`src/rtl/mem_wb_skid.sv`:
```
// MEM/WB pipeline register with a valid/ready handshake and a 2-entry skid
// buffer. The head entry drives the register-file write port and the
// hazard/forwarding taps. in_ready_o is registered, so there is no
// combinational ready path back into MEM.
module mem_wb_skid #(
    parameter int DATA_W = 32,
    parameter int REG_W  = 5,
    parameter int CTRL_W = 3
) (
    input  logic              clk_i,
    input  logic              rst_i,
    input  logic              flush_i,
    input  logic              in_valid_i,
    output logic              in_ready_o,
    input  logic [CTRL_W-1:0] ctrl_i,
    input  logic [DATA_W-1:0] read_data_i,
    input  logic [DATA_W-1:0] alu_data_i,
    input  logic [REG_W-1:0]  rd_i,
    output logic              out_valid_o,
    input  logic              out_ready_i,
    output logic [CTRL_W-1:0] ctrl_o,
    output logic [DATA_W-1:0] read_data_o,
    output logic [DATA_W-1:0] alu_data_o,
    output logic [REG_W-1:0]  rd_o,
    output logic [DATA_W-1:0] wb_data_o,
    output logic              wb_we_o,
    output logic              fwd_we_o
);

    // Head (h_*) and skid (s_*) entries plus the registered ready flag
    logic              h_valid, s_valid, ready_q;
    logic [CTRL_W-1:0] h_ctrl, s_ctrl;
    logic [DATA_W-1:0] h_rdata, s_rdata, h_alu, s_alu;
    logic [REG_W-1:0]  h_rd, s_rd;

    logic              h_valid_n, s_valid_n, ready_n;
    logic [CTRL_W-1:0] h_ctrl_n, s_ctrl_n;
    logic [DATA_W-1:0] h_rdata_n, s_rdata_n, h_alu_n, s_alu_n;
    logic [REG_W-1:0]  h_rd_n, s_rd_n;

    logic accept, pop;

    assign accept = in_valid_i & ready_q & ~flush_i;
    assign pop    = h_valid & out_ready_i;

    // Next-state for both entries; reset and flush take priority over data moves
    always_comb begin
        h_valid_n = h_valid;
        h_ctrl_n  = h_ctrl;
        h_rdata_n = h_rdata;
        h_alu_n   = h_alu;
        h_rd_n    = h_rd;
        s_valid_n = s_valid;
        s_ctrl_n  = s_ctrl;
        s_rdata_n = s_rdata;
        s_alu_n   = s_alu;
        s_rd_n    = s_rd;

        if (rst_i) begin
            h_valid_n = 1'b0;
            h_ctrl_n  = '0;
            h_rdata_n = '0;
            h_alu_n   = '0;
            h_rd_n    = '0;
            s_valid_n = 1'b0;
            s_ctrl_n  = '0;
            s_rdata_n = '0;
            s_alu_n   = '0;
            s_rd_n    = '0;
        end else if (flush_i) begin
            h_valid_n = 1'b0;
            s_valid_n = 1'b0;
        end else if (s_valid) begin
            // Full: only a pop can happen, skid entry advances into the head
            if (pop) begin
                h_valid_n = 1'b1;
                h_ctrl_n  = s_ctrl;
                h_rdata_n = s_rdata;
                h_alu_n   = s_alu;
                h_rd_n    = s_rd;
                s_valid_n = 1'b0;
            end
        end else if (h_valid) begin
            if (accept && pop) begin
                h_ctrl_n  = ctrl_i;
                h_rdata_n = read_data_i;
                h_alu_n   = alu_data_i;
                h_rd_n    = rd_i;
            end else if (accept) begin
                s_valid_n = 1'b1;
                s_ctrl_n  = ctrl_i;
                s_rdata_n = read_data_i;
                s_alu_n   = alu_data_i;
                s_rd_n    = rd_i;
            end else if (pop) begin
                h_valid_n = 1'b0;
            end
        end else if (accept) begin
            h_valid_n = 1'b1;
            h_ctrl_n  = ctrl_i;
            h_rdata_n = read_data_i;
            h_alu_n   = alu_data_i;
            h_rd_n    = rd_i;
        end

        ready_n = ~rst_i & ~s_valid_n;
    end

    // State registers; synchronous reset is folded into the next-state logic
    always_ff @(posedge clk_i) begin
        h_valid <= h_valid_n;
        h_ctrl  <= h_ctrl_n;
        h_rdata <= h_rdata_n;
        h_alu   <= h_alu_n;
        h_rd    <= h_rd_n;
        s_valid <= s_valid_n;
        s_ctrl  <= s_ctrl_n;
        s_rdata <= s_rdata_n;
        s_alu   <= s_alu_n;
        s_rd    <= s_rd_n;
        ready_q <= ready_n;
    end

    assign in_ready_o  = ready_q;
    assign out_valid_o = h_valid;
    assign ctrl_o      = h_ctrl;
    assign read_data_o = h_rdata;
    assign alu_data_o  = h_alu;
    assign rd_o        = h_rd;

    // Write-back taps depend only on the head entry and out_ready_i
    assign wb_data_o = h_ctrl[1] ? h_rdata : h_alu;
    assign fwd_we_o  = h_valid & h_ctrl[0];
    assign wb_we_o   = h_valid & h_ctrl[0] & out_ready_i & (h_rd != '0);

endmodule
```
`config.mk`:
```
export PLATFORM = sky130hd
export DESIGN_NAME = mem_wb_skid
export DESIGN_NICKNAME = d
export VERILOG_FILES = /design/src/rtl/mem_wb_skid.sv
export SDC_FILE = /design/constraint.sdc
export NUM_CORES = 1
export LEC_CHECK = 0
export ABC_AREA = 0
export BUFFER_PORTS_ARGS = -buffer_cell sky130_fd_sc_hd__clkbuf_2
export CAP_MARGIN = 20
export CELL_PAD_IN_SITES_DETAIL_PLACEMENT = 1
export CELL_PAD_IN_SITES_GLOBAL_PLACEMENT = 2
export CORE_MARGIN = 2
export CORE_UTILIZATION = 34
export CTS_CLUSTER_SIZE = 25
export DETAILED_ROUTE_END_ITERATION = 6
export PLACE_DENSITY = 0.86
export SLEW_MARGIN = 20
export SYNTH_ARGS = -nofsm -noshare
export SYNTH_HDL_FRONTEND = slang
export SYNTH_SLANG_ARGS = --single-unit
```
`constraint.sdc`:
```
create_clock -name clk_i -period 5.45 [get_ports clk_i]
set_clock_uncertainty 0.05 [all_clocks]
set_input_delay 0.8175 -clock clk_i [delete_from_list [all_inputs] [get_ports clk_i]]
set_output_delay 0.8175 -clock clk_i [all_outputs]
set_load 0.05 [all_outputs]
```
==> reports/results.txt <==
Global-route wire length before repair: 42000 um
Crit share post-route: 54.8%
Total Wirelength: 27100 um
CP Buf/Inv Count: 2
Synth area leader: dfxtp_1
Post-CTS setup buffer count: 0
Mapped Cells: 917
Worst-margin pin slew: 1.05 ns
Die area: 0.0241 mm^2
Max VDD drop: 0.145 mV
Reg-to-reg endpoint: alu_data_o[31]$_SDFFE_PP0P_
Required @ worst endpoint: 5.66 ns
CP Depth: 5
CP Capture Point: s_rdata[6]$_SDFFE_PP0P_
Initial antenna violation count: 2
Inserted Clock Buffers: 17
EDFF count, synth: 0
Wire per inst: 20.5 um
Startpoint Class: primary input
Post-route cell area: 0.00932 mm^2
Share of the synthesized area in the top cell type: 37.8%
Setup TNS: 0 ns
GRT overflow: 0
Starting density of the core: 34.5%
Yosys cell types: 27
Top_reg_cell synth: dfxtp_1
I/O Buffers: 184
CTS tree: built
Max Buffers Root-to-Sink: 2
First-pass iteration count of the detailed router: 4
CTS root buffer: clkbuf_16
Hold buffers post-CTS: 0
F_max: 335 MHz
# resized after CTS: 0
Critical Path Fanout Max: 40
Largest net degree at the start of global routing: 108
Chip Width: 155 um
Area of the core: 0.0226 mm^2
Final Max Slew Viols: 0
Total Routing Usage GR: 22.1%
Post-detailed-placement half-perimeter wirelength: 17100 um
Syn avg cell area: 8.49 um^2
Worst hold slack: 0.414 ns
Hold WC Path Type: flop to flop
Synth warn: 0
Synthesized flop and latch total: 147
Top cells by count, synth: 147 x dfxtp_1, 92 x clkbuf_1, 92 x o21ai_0
Overall power: 2.83 mW
CTS H-tree lvls: 4
WS Path Type: primary input to flop
Tmin final: 2.99 ns
DRC: 0
# nets final: 1098
Slowest cell on crit path: or4b_2
CP Capture Type: flop
RSZ-0062 raised after global routing: false
Chip height: 155 um
Ys async rst share: 0%
Vias in the first global route: 7243
Seq/Total Area, Yosys: 37.8%
IO Count: 185
Crit path DAT: 3.20 ns
Top-count cell post-synth: dfxtp_1
Layout cells sized above 1: 29.4%
Worst-path clk slew: 0.06 ns
Slowest cell delay on critical path: 1.14 ns
ANT nets after route: 0
Static Leakage: 3.22 nW
Status: finished clean
Worst r2r src: s_valid$_DFF_P_
CTS Sinks: 147
Crit-path cells: clkbuf_2, or4b_2, buf_4, o21ai_0, a21oi_1
Post-Syn Area: 0.00779 mm^2
Post-Place Worst Slack: 2.06 ns
Hold Crit Start: ctrl_o[2]$_SDFFE_PP0P_
Placed Area: 0.00871 mm^2
Worst reg-to-reg setup slack: 2.60 ns
DR vias/cell: 5.58
Worst setup startpoint: flush_i
Hold Fails Final Rpt: 0
Gpl congestion: 0.816
Crit path max-delay family: simple AND/OR/NAND/NOR gates
Area growth from synthesis to layout: 19.6%
Core Rows: 55
DR iter-0 viols: 399
Setup violations, final: 0
Vias: 7376
Slew margin rel.: 29.7%
Max_cap viols: 0
Synth Net Count: 994
Reg2Reg Depth: 4
Largest cells by area after synthesis: dfxtp_1 38%, a221oi_2 13%, a211oi_1 7.0%, o21bai_1 6.9%, o21ai_0 5.9%
PD cells: 304 mW/mm^2
Clk Latency, worst-skew pair: 0.43 ns
Setup ws final: 2.46 ns
## cells by family after synthesis
kind of cell	share of synthesized area, %
simple gates	13.0
compound gates	39.4
buf+inv	9.82
flops	37.8
## sequential cells by signal (all words and copies together), names as in the netlist
name and cells:
s_rdata 32, rd_o 5, s_alu 32, ctrl_o 3
out_valid_o 1, read_data_o 32, s_ctrl 3, alu_data_o 32
s_valid 1, s_rd 5, in_ready_o 1
## where the power goes
part           switching, mW  leakage [nW]  internal [mW]
clock                  0.472         0.296          0.753
combinational          0.352          1.73          0.118
sequential            0.0320          1.20           1.11
## tightest hold or removal path, delay by kind of cell, from the launching register on
kind                   cells  cell delay [ns]
AOI/OAI and AO/OA          1             0.05
DFF                        1             0.31
buffers and inverters      1             0.06
## layer usage
layer | track usage, % | share of wire (%) | vias up
met3 | 3.65 | 3.8 | 36
li1 | - | - | 3516
met1 | 31.1 | 48 | 3663
met4 | 7.69 | 2.1 | 0
met5 | 0 | 0 | -
met2 | 34.2 | 46 | 161
## metrics by stage
step           utilization (%)  instances
2_1_floorplan                -        917
3_3_place_gp              38.5       1286
3_5_place_dp              38.6       1287
4_1_cts                   41.3       1319
5_1_grt                   41.3       1321
6_report                  41.3       1321
## worst min-delay path by stage
stage	slack (ns)	to	cells past startpoint
2_1_floorplan	0.40	s_alu[0]$_SDFFE_PP0P_	2
3_3_place_gp	0.40	s_rd[1]$_SDFFE_PP0P_	2
3_5_place_dp	0.40	ctrl_o[2]$_SDFFE_PP0P_	2
4_1_cts	0.41	ctrl_o[2]$_SDFFE_PP0P_	2
5_1_grt	0.44	s_alu[17]$_SDFFE_PP0P_	2
6_report	0.41	ctrl_o[2]$_SDFFE_PP0P_	2
## cell type report
cell class,instances,area (um^2)
repair buffers,196,1030
clock buffers,22,474
inverters,72,270
fillers,2739,13300
flip-flops and latches,147,2950
clock inverters,10,130
well taps,285,357
diodes,2,5.00
multi-input cells,587,4100
## layout by cell type (no fill, tap or decap), types with 2 or more instances in the layout
cell        instances
clkbuf_2          183
dfxtp_1           144
o21ai_0            92
a21oi_1            74
a211oi_1           73
nand2b_1           73
inv_1              72
nand3_1            72
o21bai_1           72
a221oi_2           69
nand2_1            33
clkbuf_16          17
o21ai_1            12
buf_4              11
clkinv_2            5
a221oi_1            3
clkbuf_8            3
bufinv_16           3
diode_2             2
clkbuf_1            2
clkinvlp_4          2
dfxtp_2             2
No activity file was read; power rests on OpenSTA's default activity.
